**src/rtl/reg_file.sv**
```systemverilog
// Architectural integer register file: two combinational read ports, one write port,
// x0 hardwired to zero, and a post-reset sequencer that zeroes the array one entry per clock.
module reg_file #(
  parameter int unsigned NREGS  = 32,
  parameter int unsigned WIDTH  = 32,
  parameter int unsigned BYPASS = 1
) (
  input  logic                       clk,
  input  logic                       reset,
  input  logic [$clog2(NREGS)-1:0]   a1,
  input  logic [$clog2(NREGS)-1:0]   a2,
  output logic [WIDTH-1:0]           rd1,
  output logic [WIDTH-1:0]           rd2,
  input  logic                       we3,
  input  logic [$clog2(NREGS)-1:0]   a3,
  input  logic [WIDTH-1:0]           wd3,
  output logic                       busy
);

  localparam int unsigned AW = $clog2(NREGS);
  localparam logic [AW-1:0] LastIdx = AW'(NREGS - 1);

  typedef enum logic {StClear, StRun} state_e;

  state_e            state_q, state_d;
  logic [AW-1:0]     cnt_q, cnt_d;
  logic              mem_we;
  logic [AW-1:0]     mem_wa;
  logic [WIDTH-1:0]  mem_wd;
  logic [WIDTH-1:0]  mem_q [NREGS];

  always_ff @(posedge clk or posedge reset) begin
    if (reset) begin
      state_q <= StClear;
      cnt_q   <= AW'(1);
    end else begin
      state_q <= state_d;
      cnt_q   <= cnt_d;
    end
  end

  // Entry 0 is never stored to; reads of address 0 are forced to zero instead.
  always_comb begin
    state_d = state_q;
    cnt_d   = cnt_q;
    mem_we  = 1'b0;
    mem_wa  = a3;
    mem_wd  = wd3;
    unique case (state_q)
      StClear: begin
        mem_we = 1'b1;
        mem_wa = cnt_q;
        mem_wd = '0;
        if (cnt_q == LastIdx) begin
          state_d = StRun;
        end else begin
          cnt_d = cnt_q + AW'(1);
        end
      end
      StRun: begin
        mem_we = we3 && (a3 != '0);
      end
      default: begin
        state_d = StClear;
      end
    endcase
  end

  // No reset on the array so it can map onto distributed RAM.
  always_ff @(posedge clk) begin
    if (mem_we) begin
      mem_q[mem_wa] <= mem_wd;
    end
  end

  assign busy = (state_q == StClear);

  always_comb begin
    rd1 = '0;
    if (state_q == StRun && a1 != '0) begin
      if (BYPASS != 0 && we3 && a3 == a1) begin
        rd1 = wd3;
      end else begin
        rd1 = mem_q[a1];
      end
    end
  end

  always_comb begin
    rd2 = '0;
    if (state_q == StRun && a2 != '0) begin
      if (BYPASS != 0 && we3 && a3 == a2) begin
        rd2 = wd3;
      end else begin
        rd2 = mem_q[a2];
      end
    end
  end

endmodule
```
**config.mk**
```make
export PLATFORM = sky130hd
export DESIGN_NAME = reg_file
export DESIGN_NICKNAME = d
export VERILOG_FILES = /design/src/rtl/reg_file.sv
export SDC_FILE = /design/constraint.sdc
export NUM_CORES = 1
export LEC_CHECK = 0
export ABC_AREA = 0
export BUFFER_PORTS_ARGS = -buffer_cell sky130_fd_sc_hd__buf_4
export CORE_AREA = 2 2 301 303
export DETAILED_ROUTE_END_ITERATION = 10
export DIE_AREA = 0 0 303 305
export PLACE_DENSITY = 0.71
export REMOVE_ABC_BUFFERS = 1
export SYNTH_ARGS = -nofsm -noshare
export SYNTH_HDL_FRONTEND = slang
export SYNTH_SLANG_ARGS = --single-unit
```
**constraint.sdc**
```tcl
create_clock -name clk -period 3.3 [get_ports clk]
set_clock_uncertainty 0.05 [all_clocks]
set_input_delay 0 -clock clk [delete_from_list [all_inputs] [get_ports clk]]
set_output_delay 0 -clock clk [all_outputs]
set_load 0.02 [all_outputs]
```
==> qor.csv <==
stage,metric,value,unit
critical_path,startpoint types,flop,
global_route,vias in the first global route,31000,
placement,GPL Wtd Cong,0.878,
floorplanning,Die Y,305,um
timing,fin crit share,96.7,%
global_route,initial antenna violation count,0,
yosys,Post-Synthesis Cells,2760,
critical_path,"most used cell, CP",buf_4,
pwr,Worst VDD drop,0.400,mV
yosys,Yosys Warn Count,0,
detailed_routing,Routed Antenna Nets,0,
clocking,postcts setup bufs,0,
pwr,LEAKAGE,18.0,nW
critical_path,R2R Path End,mem_q[27][4],
critical_path,Buf/Inv on CP,3,
yosys,Seq cells post-synth,1030,
detailed_routing,via/cell ratio,7.23,
placement,Placed Cells,3956,
critical_path,CP cell instances,buf_6 > nand2_1 > nor3_2 > buf_4 > a221o_1 > buf_4,
cells_and_area,Final Net Count,2964,
timing,Fin Hold WS,0.106,ns
detailed_routing,met2 WL,69000,um
cells_and_area,P&R area growth vs syn,13.9,%
clocking,clock sink count,1030,
floorplanning,I/O Pins,115,
timing,Pins Over Slew Limit,62,
clocking,"Clk pin slew, worst setup/hold paths",0.06,ns
yosys,Synth cell types,49,
global_route,largest net degree at the start of global routing,83,
yosys,synthesized area,0.0487,mm^2
cells_and_area,"commonest non-fill, non-tap cell in the layout",edfxtp_1,
timing,Worst Max-Slew Pin Slew,1.54,ns
pwr,Pwr Density,519,mW/mm^2
critical_path,Worst Setup End Kind,output pin,
global_route,GR Util All Layers,30.8,%
clocking,deepest clock path buffer count,3,
placement,I/O Buffers,114,
placement,post-DP HPWL,83800,um
critical_path,"CP delay by family, top",buffers and inverters,
critical_path,WS Path Type,flop to output pin,
cells_and_area,share of cells above drive strength 1,29.0,%
floorplanning,initial core utilization,54.5,%
detailed_routing,Met1 Wirelength,50200,um
hold_path,WHS Path Cells,5,
cells_and_area,Finished Layout Cells,4173,
detailed_routing,highest metal used,met4,
critical_path,CP arrival,3.14,ns
timing,Max-slew headroom,-2.73,%
cells_and_area,# diodes,0,
clocking,CTS tree,built,
global_route,GRT Residual Overflow,0,
detailed_routing,Wirelength per Cell,33.8,um
detailed_routing,Pre-Repair DR Iteration Count,11,
timing,Tmin final,3.19,ns
timing,Final Hold Viols,0,
floorplanning,Die ar.,0.0924,mm^2
hold_path,worst min path class,input pin to flop,
floorplanning,core area,0.0893,mm^2
critical_path,CP max FO,40,
yosys,Post-Syn Area per Cell,17.6,um^2
critical_path,slowest CP cell,buf_4,
detailed_routing,DRC errors left,2,
floorplanning,Rows,110,
yosys,share of the yosys chip area belonging to registers,63.5,%
detailed_routing,drt total wl,141000,um
timing,final setup vio count,0,
cells_and_area,"commonest non-fill, non-tap cells in the layout","1024 x edfxtp_1, 355 x mux4_2, 258 x mux2i_1, 199 x buf_4, 126 x a221oi_1",
critical_path,Reg2Reg Launch Point,state_q,
run_status,failing checks,"DRC, capacitance limit, slew limit",
clocking,root buffer cell,clkbuf_16,
clocking,CTS Buf Count,103,
floorplanning,die width,303,um
critical_path,worst endpoint required time,3.25,ns
detailed_routing,via count,30200,
hold_path,min-delay src,a3[0],
critical_path,CP max stage delay,0.56,ns
clocking,Worst-Skew Late Latency,0.68,ns
cells_and_area,Final Util,62.1,%
timing,RSZ-0062 raised after global routing,no,
clocking,H-tree depth,3,
detailed_routing,starting DRC count in detailed routing,3949,
critical_path,R2R depth,6,
hold_path,hold endpoint,mem_q[24][13],
global_route,first-pass GRT wire length,206000,um
critical_path,FF-to-FF setup slack,0.57,ns
run,Max-Cap Viols,2,
timing,max frequency,314,MHz
detailed_routing,met3 WL post-DR,14000,um
run_status,status,"finished, violations left",
## metal layers
metal / global-route usage (%) / vias to the layer above
met2: 49.5 / 1971
li1: - / 12100
met1: 40.3 / 15600
met5: 0 / -
met4: 15.6 / 0
met3: 5.74 / 497
## cell families after synthesis
| family | after synthesis | synth area share (%) |
|---|---|---|
| DFF | 1030 | 63.5 |
| AOI/OAI and AO/OA | 515 | 7.96 |
| and+or+nand+nor | 282 | 2.71 |
| adders and majority gates | 2 | 0.0514 |
| xor gates and xnor gates | 13 | 0.234 |
| muxes | 677 | 23.2 |
| buffers and inverters | 241 | 2.38 |
## sequential cells by signal, indices dropped and copies added (netlist names)
register,count
mem_q,1024
cnt_q,5
state_q,1
## area by class of cell
cell class	count	area (um^2)
Fill cell	6107	33900
Inverter	10	38.8
Timing Repair Buffer	278	2770
Multi-Input combinational cell	1489	17000
Clock inverter	72	621
Sequential cell	1030	30900
Tap cell	1176	1470
Clock buffer	118	2660
## per-stage QoR
stage / power, W / worst slack (ns) / setup TNS (ns) / area (um^2)
final: 0.0288 / 0.110 / 0 / 55400
after global routing: 0.0295 / 0.0306 / 0 / 55400
after CTS: 0.0289 / 0.0457 / 0 / 55400
after detailed placement: 0.0175 / 0.595 / 0 / 51900
after global placement: 0.0174 / 0.631 / 0 / 51900
after floorplan: 0.0161 / -0.685 / -228.65 / 47600
## worst max-delay path by stage
stage	from	slack, ns	to	depth (start not counted)
after floorplan	state_q	-0.69	rd1[0]	3
after global placement	a1[2]	0.63	rd1[27]	8
after detailed placement	state_q	0.59	mem_q[9][19]	5
after CTS	state_q	0.05	rd1[11]	6
after global routing	state_q	0.03	rd1[5]	6
final	state_q	0.11	rd1[17]	6
## cells in the mapped netlist (all sizes together)
library cell | n | area share [%]
and3 | 1 | 0.013
edfxtp | 1024 | 63
o21a | 2 | 0.031
o311ai | 32 | 0.59
nand3b | 1 | 0.015
mux2 | 64 | 1.5
o32ai | 1 | 0.018
dfstp | 1 | 0.054
a221oi | 126 | 2.3
nand2b | 1 | 0.013
nor4 | 3 | 0.039
xnor2 | 9 | 0.16
a22o | 1 | 0.018
xor2 | 4 | 0.072
clkbuf | 118 | 0.92
mux4 | 355 | 16
buf | 113 | 1.4
a221o | 62 | 1.3
nor2 | 107 | 0.83
a2111oi | 2 | 0.049
nor3b | 2 | 0.031
inv | 10 | 0.077
o221ai | 31 | 0.56
dfrtp | 5 | 0.26
nand3 | 37 | 0.38
o21ai | 98 | 1.0
a21oi | 63 | 0.65
nor4b | 1 | 0.018
mux2i | 258 | 5.3
nor2b | 35 | 0.45
ha | 2 | 0.051
and2 | 31 | 0.40
nor3 | 8 | 0.092
a32o | 1 | 0.021
nand4 | 2 | 0.026
nand2 | 53 | 0.41
a31oi | 1 | 0.013
a22oi | 95 | 1.5
## timing repair
item	in CTS	in global routing
gates resized for setup	1	1
gates cloned	0	0
pin swaps	0	0
setup endpoints to repair	31	10
hold buffers	27	0
endpoints found under the hold margin	641	0
## worst min-delay path, cell delays in order
cell and delay (ns):
buf_4 0.12, nor3_1 0.06, o21ai_1 0.12, buf_4 0.28, nor2_4 0.08
## power breakdown
part           leakage [nW]  internal [W]  total (W)  switching, W
clock                  1.59       0.00648     0.0115       0.00503
sequential             9.28        0.0144     0.0144    0.00000686
combinational          7.14       0.00110    0.00283       0.00173
total                  18.0        0.0220     0.0288       0.00677
No activity file was read; power rests on OpenSTA's default activity.
